--- config.mk ---
export PLATFORM = sky130hd
export DESIGN_NAME = dual_sram_ctrl
export DESIGN_NICKNAME = d
export VERILOG_FILES = /design/src/rtl/dual_sram_ctrl_port.sv /design/src/rtl/dual_sram_ctrl.sv
export SDC_FILE = /design/constraint.sdc
export NUM_CORES = 1
export LEC_CHECK = 0
export BUFFER_PORTS_ARGS = -buffer_cell sky130_fd_sc_hd__clkbuf_2
export CAP_MARGIN = 20
export CORE_ASPECT_RATIO = 0.7
export CORE_MARGIN = 4
export CORE_UTILIZATION = 42
export DETAILED_ROUTE_END_ITERATION = 10
export PLACE_DENSITY = 0.83
export SLEW_MARGIN = 15
export SYNTH_ARGS = -nofsm -noshare
export SYNTH_HDL_FRONTEND = slang
export SYNTH_HIERARCHICAL = 1
export SYNTH_SLANG_ARGS = --single-unit
--- constraint.sdc ---
create_clock -name clk -period 2.37 [get_ports clk]
set_input_delay 0.1185 -clock clk [delete_from_list [all_inputs] [get_ports clk]]
set_output_delay 0.1185 -clock clk [all_outputs]
set_load 0.1 [all_outputs]
--- src/rtl/dual_sram_ctrl_port.sv ---
// One SRAM port's command registers and read-response tracking.
// Any cycle without an accepted request issues a dummy read, so the port never writes by accident.
module dual_sram_ctrl_port #(
    parameter int WIDTH      = 8,
    parameter int ADDR_WIDTH = 3
) (
    input  logic                  clk,
    input  logic                  reset,
    input  logic                  accept,
    input  logic                  req_we,
    input  logic [ADDR_WIDTH-1:0] req_addr,
    input  logic [WIDTH-1:0]      req_wdata,
    output logic                  mem_read_ena,
    output logic [ADDR_WIDTH-1:0] mem_addr,
    output logic [WIDTH-1:0]      mem_wdata,
    output logic                  rsp_valid
);

    logic pending_reg;

    always_ff @(posedge clk) begin
        if (reset) begin
            mem_read_ena <= 1'b0;
            mem_addr     <= '0;
            mem_wdata    <= '0;
            pending_reg  <= 1'b0;
            rsp_valid    <= 1'b0;
        end else begin
            if (accept) begin
                mem_addr     <= req_addr;
                mem_wdata    <= req_wdata;
                mem_read_ena <= !req_we;
            end else begin
                mem_read_ena <= 1'b1;
            end
            // The SRAM registers its output one edge after the command lands.
            pending_reg <= accept && !req_we;
            rsp_valid   <= pending_reg;
        end
    end

endmodule

--- src/rtl/dual_sram_ctrl.sv ---
// Two-channel request controller for a 2-port synchronous SRAM with shared chip select.
// Port A wins same-address write collisions; port B stalls for that cycle.
module dual_sram_ctrl #(
    parameter int WIDTH      = 8,
    parameter int DEPTH      = 8,
    parameter int ADDR_WIDTH = $clog2(DEPTH)
) (
    input  logic                  clk,
    input  logic                  reset,
    input  logic                  req_valid_a,
    output logic                  req_ready_a,
    input  logic                  req_we_a,
    input  logic [ADDR_WIDTH-1:0] req_addr_a,
    input  logic [WIDTH-1:0]      req_wdata_a,
    output logic                  rsp_valid_a,
    output logic [WIDTH-1:0]      rsp_data_a,
    input  logic                  req_valid_b,
    output logic                  req_ready_b,
    input  logic                  req_we_b,
    input  logic [ADDR_WIDTH-1:0] req_addr_b,
    input  logic [WIDTH-1:0]      req_wdata_b,
    output logic                  rsp_valid_b,
    output logic [WIDTH-1:0]      rsp_data_b,
    output logic                  mem_chip_sel,
    output logic                  mem_read_ena_a,
    output logic [ADDR_WIDTH-1:0] mem_addr_a,
    output logic [WIDTH-1:0]      mem_wdata_a,
    input  logic [WIDTH-1:0]      mem_dout_a,
    output logic                  mem_read_ena_b,
    output logic [ADDR_WIDTH-1:0] mem_addr_b,
    output logic [WIDTH-1:0]      mem_wdata_b,
    input  logic [WIDTH-1:0]      mem_dout_b
);

    logic ww_conflict;
    logic accept_a;
    logic accept_b;

    assign ww_conflict = req_valid_a && req_we_a && req_valid_b && req_we_b &&
                         (req_addr_a == req_addr_b);
    assign req_ready_a = !reset;
    assign req_ready_b = !reset && !ww_conflict;
    assign accept_a    = req_valid_a && req_ready_a;
    assign accept_b    = req_valid_b && req_ready_b;

    assign rsp_data_a = mem_dout_a;
    assign rsp_data_b = mem_dout_b;

    always_ff @(posedge clk) begin
        if (reset) begin
            mem_chip_sel <= 1'b0;
        end else begin
            mem_chip_sel <= accept_a || accept_b;
        end
    end

    dual_sram_ctrl_port #(.WIDTH(WIDTH), .ADDR_WIDTH(ADDR_WIDTH)) u_port_a (
        .clk          (clk),
        .reset        (reset),
        .accept       (accept_a),
        .req_we       (req_we_a),
        .req_addr     (req_addr_a),
        .req_wdata    (req_wdata_a),
        .mem_read_ena (mem_read_ena_a),
        .mem_addr     (mem_addr_a),
        .mem_wdata    (mem_wdata_a),
        .rsp_valid    (rsp_valid_a)
    );

    dual_sram_ctrl_port #(.WIDTH(WIDTH), .ADDR_WIDTH(ADDR_WIDTH)) u_port_b (
        .clk          (clk),
        .reset        (reset),
        .accept       (accept_b),
        .req_we       (req_we_b),
        .req_addr     (req_addr_b),
        .req_wdata    (req_wdata_b),
        .mem_read_ena (mem_read_ena_b),
        .mem_addr     (mem_addr_b),
        .mem_wdata    (mem_wdata_b),
        .rsp_valid    (rsp_valid_b)
    );

endmodule

# == Word-level counts from Yosys, hierarchy flattened ==
# Index checks and enable logic that the tools add are counted.
# classes
n_eq_ne,1
muxes,2
reduce_logical,14
# op_table
operator,count
$logic_and 1x1->1,9
$logic_not 1->1,4
$eq 3x3->1,1
$mux 1,2
$logic_or 1x1->1,1
# totals
register_bits,29
input_bits,44
output_inout_bits,45
wordCells,28

# == Longest topological paths before layout ==
# logic_depth
depth_word,8
depth_mapped,7

# == Modules after synthesis ==
# Netlist, hierarchy kept.
# by_module_without_submodules
mod,instances,cells_each,area_per_inst_um2,seq_area_each_um2
dual_sram_ctrl_port,2,42,491.7,280.3
dual_sram_ctrl,1,28,214.0,20.0

# == Worst setup path after synthesis ==
# Ideal clock, no wire load.
# synth_path
path_type,input to output
from,input port req_addr_b[2]
to,output port req_ready_b
t_arrival_ns,1.840
t_required_ns,2.251
path_slack_ns,0.411
cell_stages,3
n_path_buf,0
path_cell_list,xor2_1 > nor4_2 > a21oi_1
# synth_via
elab_chain_cells,4
# synth_lines
item,line_no,source
start: declaration,dual_sram_ctrl.sv:20,"input logic [ADDR_WIDTH-1:0] req_addr_b,"
$eq 3x3->1,dual_sram_ctrl.sv:40,(req_addr_a == req_addr_b);
$logic_and 1x1->1,dual_sram_ctrl.sv:39,assign ww_conflict = req_valid_a && req_we_a && req_valid_b && req_we_b &&
$logic_not 1->1,dual_sram_ctrl.sv:42,assign req_ready_b = !reset && !ww_conflict;
$logic_and 1x1->1,dual_sram_ctrl.sv:42,
end: declaration,dual_sram_ctrl.sv:18,"output logic req_ready_b,"
# Every way passes these cells.

# == Final worst setup path ==
# layout_path
from,input port req_addr_b[1]
to,output port req_ready_b
# The elaborated chain is that of the path after synthesis.

==> impl_metrics.py <==
metrics = {
    "status": {
        "outcome": "complete, no violations",
    },
    "clocking": {
        "cts.sinks": 29,
        "cts-resized-gates": 0,
        "cts_hold_buf": 0,
        "cts_made_buffers": 5,
        "clk_pin_slew_worst_paths_ns": 0.05,
        "clock_path_buffers": 2,
        "cts_setup_buffers": 0,
        "htree_levels": 2,
        "clkLatencyLatePin_ns": 0.26,
        "cts_tree": "done",
        "cts-root-buf": "clkbuf_8",
    },
    "placed_design": {
        "place.gp.congestion": 0.746,
        "numPortBuffers": 56,
        "placed_area_sq_mm": 0.00135,
        "hpwl_um": 1960,
    },
    "timing": {
        "fmax_mhz": 694,
        "setup_tns_ns": 0,
        "fin_crit_sh_pct": 60.8,
        "hold_violations": 0,
        "rsz0062_at_grt": "no",
        "setup_violations": 0,
        "finalMaxSlewViolations": 0,
        "relSlewSlack_pct": 57.0,
        "skew_ns": 0.000117,
        "tightest_slew_ns": 0.646,
        "period_minus_slack_ns": 1.44,
    },
    "run": {
        "drv_cap": 0,
    },
    "cells_and_area": {
        "top_regs": "u_port_a/mem_wdata: 8 flops, u_port_b/mem_wdata: 8 flops",
        "seq_area_sq_um": 581,
        "area_delta_synth_final_pct": 19.7,
        "fill_cells": 234,
        "final_common_cell": "clkbuf_2",
        "layout_common_cells": "clkbuf_2, dfxtp_1, nor2_1",
        "finalInstanceArea_sq_mm": 0.00143,
        "diodes": 0,
        "drive_above_1_share_pct": 43.9,
        "layout.nets": 199,
        "multi_input_area_sq_um": 425,
    },
    "floorplanning": {
        "core-area_sq_mm": 0.00259,
        "die_area_sq_mm": 0.00378,
        "die_x_um": 71.8,
        "ios": 89,
        "initial_utilization_pct": 46.2,
        "die_h_um": 52.7,
        "row_count": 15,
    },
    "yosys": {
        "syn_inst": 112,
        "synth_warnings": 6,
        "syn_nets": 156,
        "netlist_area_sq_mm": 0.00120,
        "ys_seq_area_share_pct": 48.5,
        "synth_seq_cells": 29,
        "synth_cell_type_count": 15,
        "syn_area_per_cell_sq_um": 10.7,
    },
    "setup_path": {
        "cp_num_buf_inv": 2,
        "r2r-start": "u_port_a/mem_wdata[1]",
        "max_stage_delay_ns": 0.41,
        "cpMostUsedCell": "clkbuf_2",
        "reg2reg_depth": 2,
        "path_max_fanout": 2,
        "r2r_slack_ns": 1.72,
        "worstPathArrival_ns": 1.32,
        "r2r-end": "u_port_a/mem_wdata[1]",
        "cp_num_cells": 5,
        "crit_path_start_kind": "primary input",
        "startpoint": "req_addr_b[1]",
        "critPathTopFamily": "buffers and inverters",
        "required_ns": 2.25,
        "cp-endpoint": "req_ready_b",
        "critical_path_class": "in -> out",
        "path_cells": "clkbuf_2 > xor2_1 > nor4_2 > a21oi_1 > clkbuf_2",
        "cp-end-kind": "primary output",
        "slowest_stage": "nor4_2",
    },
    "global_route": {
        "grt_usage_pct": 14.0,
        "antenna_found_initial": 0,
        "grt_pass1_vias": 939,
        "grt_pass1_wl_um": 4050,
        "grt_overflow": 0,
        "grt_max_degree": 34,
    },
    "power": {
        "power_density_mw_per_mm2": 835,
        "power_leakage_nw": 0.697,
        "vdd_drop_max_v": 0.000415,
    },
    "detailed_routing": {
        "post_drt_via_cell_ratio": 4.57,
        "first_pass_iters": 4,
        "ant_nets": 0,
        "drt_iter0_markers": 37,
        "num_vias": 863,
        "wl_um": 2510,
        "drcViolationCount": 0,
        "post_drt_wl_per_cell_um": 13.3,
    },
    "worst_hold_path": {
        "min_from": "req_we_b",
        "min_path_type": "in -> reg",
    },
}
worst min path at each step:
stage,end,slack [ns],cells past startpoint
2_1_floorplan,u_port_a/pending_reg,0.19,1
3_3_place_gp,rsp_data_a[0],0.24,0
3_5_place_dp,rsp_data_a[0],0.24,0
4_1_cts,u_port_b/pending_reg,0.06,2
5_1_grt,u_port_a/pending_reg,0.06,2
6_report,u_port_b/pending_reg,0.07,2
cell type report:
cell class,count,area share (%)
Sequential cell,29,40.5
Inverter,1,0.262
Timing Repair Buffer,58,20.6
Clock buffer,7,6.02
Multi-Input combinational cell,60,29.7
Tap cell,34,2.97
per-layer routing:
| layer | part of all wire [%] | routed length [um] | global-route usage (%) | vias to the layer above |
|---|---|---|---|---|
| met1 | 38 | 959 | 14.2 | 383 |
| li1 | - | - | - | 436 |
| met2 | 50 | 1260 | 24.5 | 32 |
| met5 | 0 | 0 | 0 | - |
| met3 | 8.6 | 215 | 5.56 | 12 |
| met4 | 3.1 | 77 | 8.75 | 0 |
power by group:
group / switching, W / internal (W)
registers: 0.0000104 / 0.000511
logic: 0.000230 / 0.0000594
clock network: 0.000157 / 0.000230
total: 0.000398 / 0.000800
stage by stage:
step                utilization [%]  setup WS (ns)  power [W]  hold WS, ns  cells
global placement               52.0          0.948   0.000818        0.238    182
floorplan                         -          0.411   0.000896        0.187    112
global route                   55.4          0.861    0.00125       0.0550    189
detailed placement             52.0          0.857   0.000823        0.238    182
finish                         55.4          0.928    0.00120       0.0677    189
CTS                            55.4          0.919    0.00121       0.0626    189
logic make-up (layout without fill, tap and decap cells):
logic type,count (synthesis),count (layout),synth area share (%)
simple gates,32,32,13.3
flops,29,29,48.5
buf+inv,23,66,16.4
mux,22,22,18.4
compound gates,3,3,1.25
xor+xnor,3,3,2.19
cells in the mapped netlist, drive strengths merged:
master | n | area (sq um)
nor3b | 3 | 32.5
a21oi | 3 | 15.0
buf | 22 | 193
nand3 | 1 | 5.00
nor4 | 1 | 12.5
inv | 1 | 3.75
nor2b | 3 | 18.8
dfxtp | 29 | 581
xor2 | 3 | 26.3
mux2i | 22 | 220
nor2 | 24 | 90.1
Note: power is estimated with default switching activity, not from simulation.
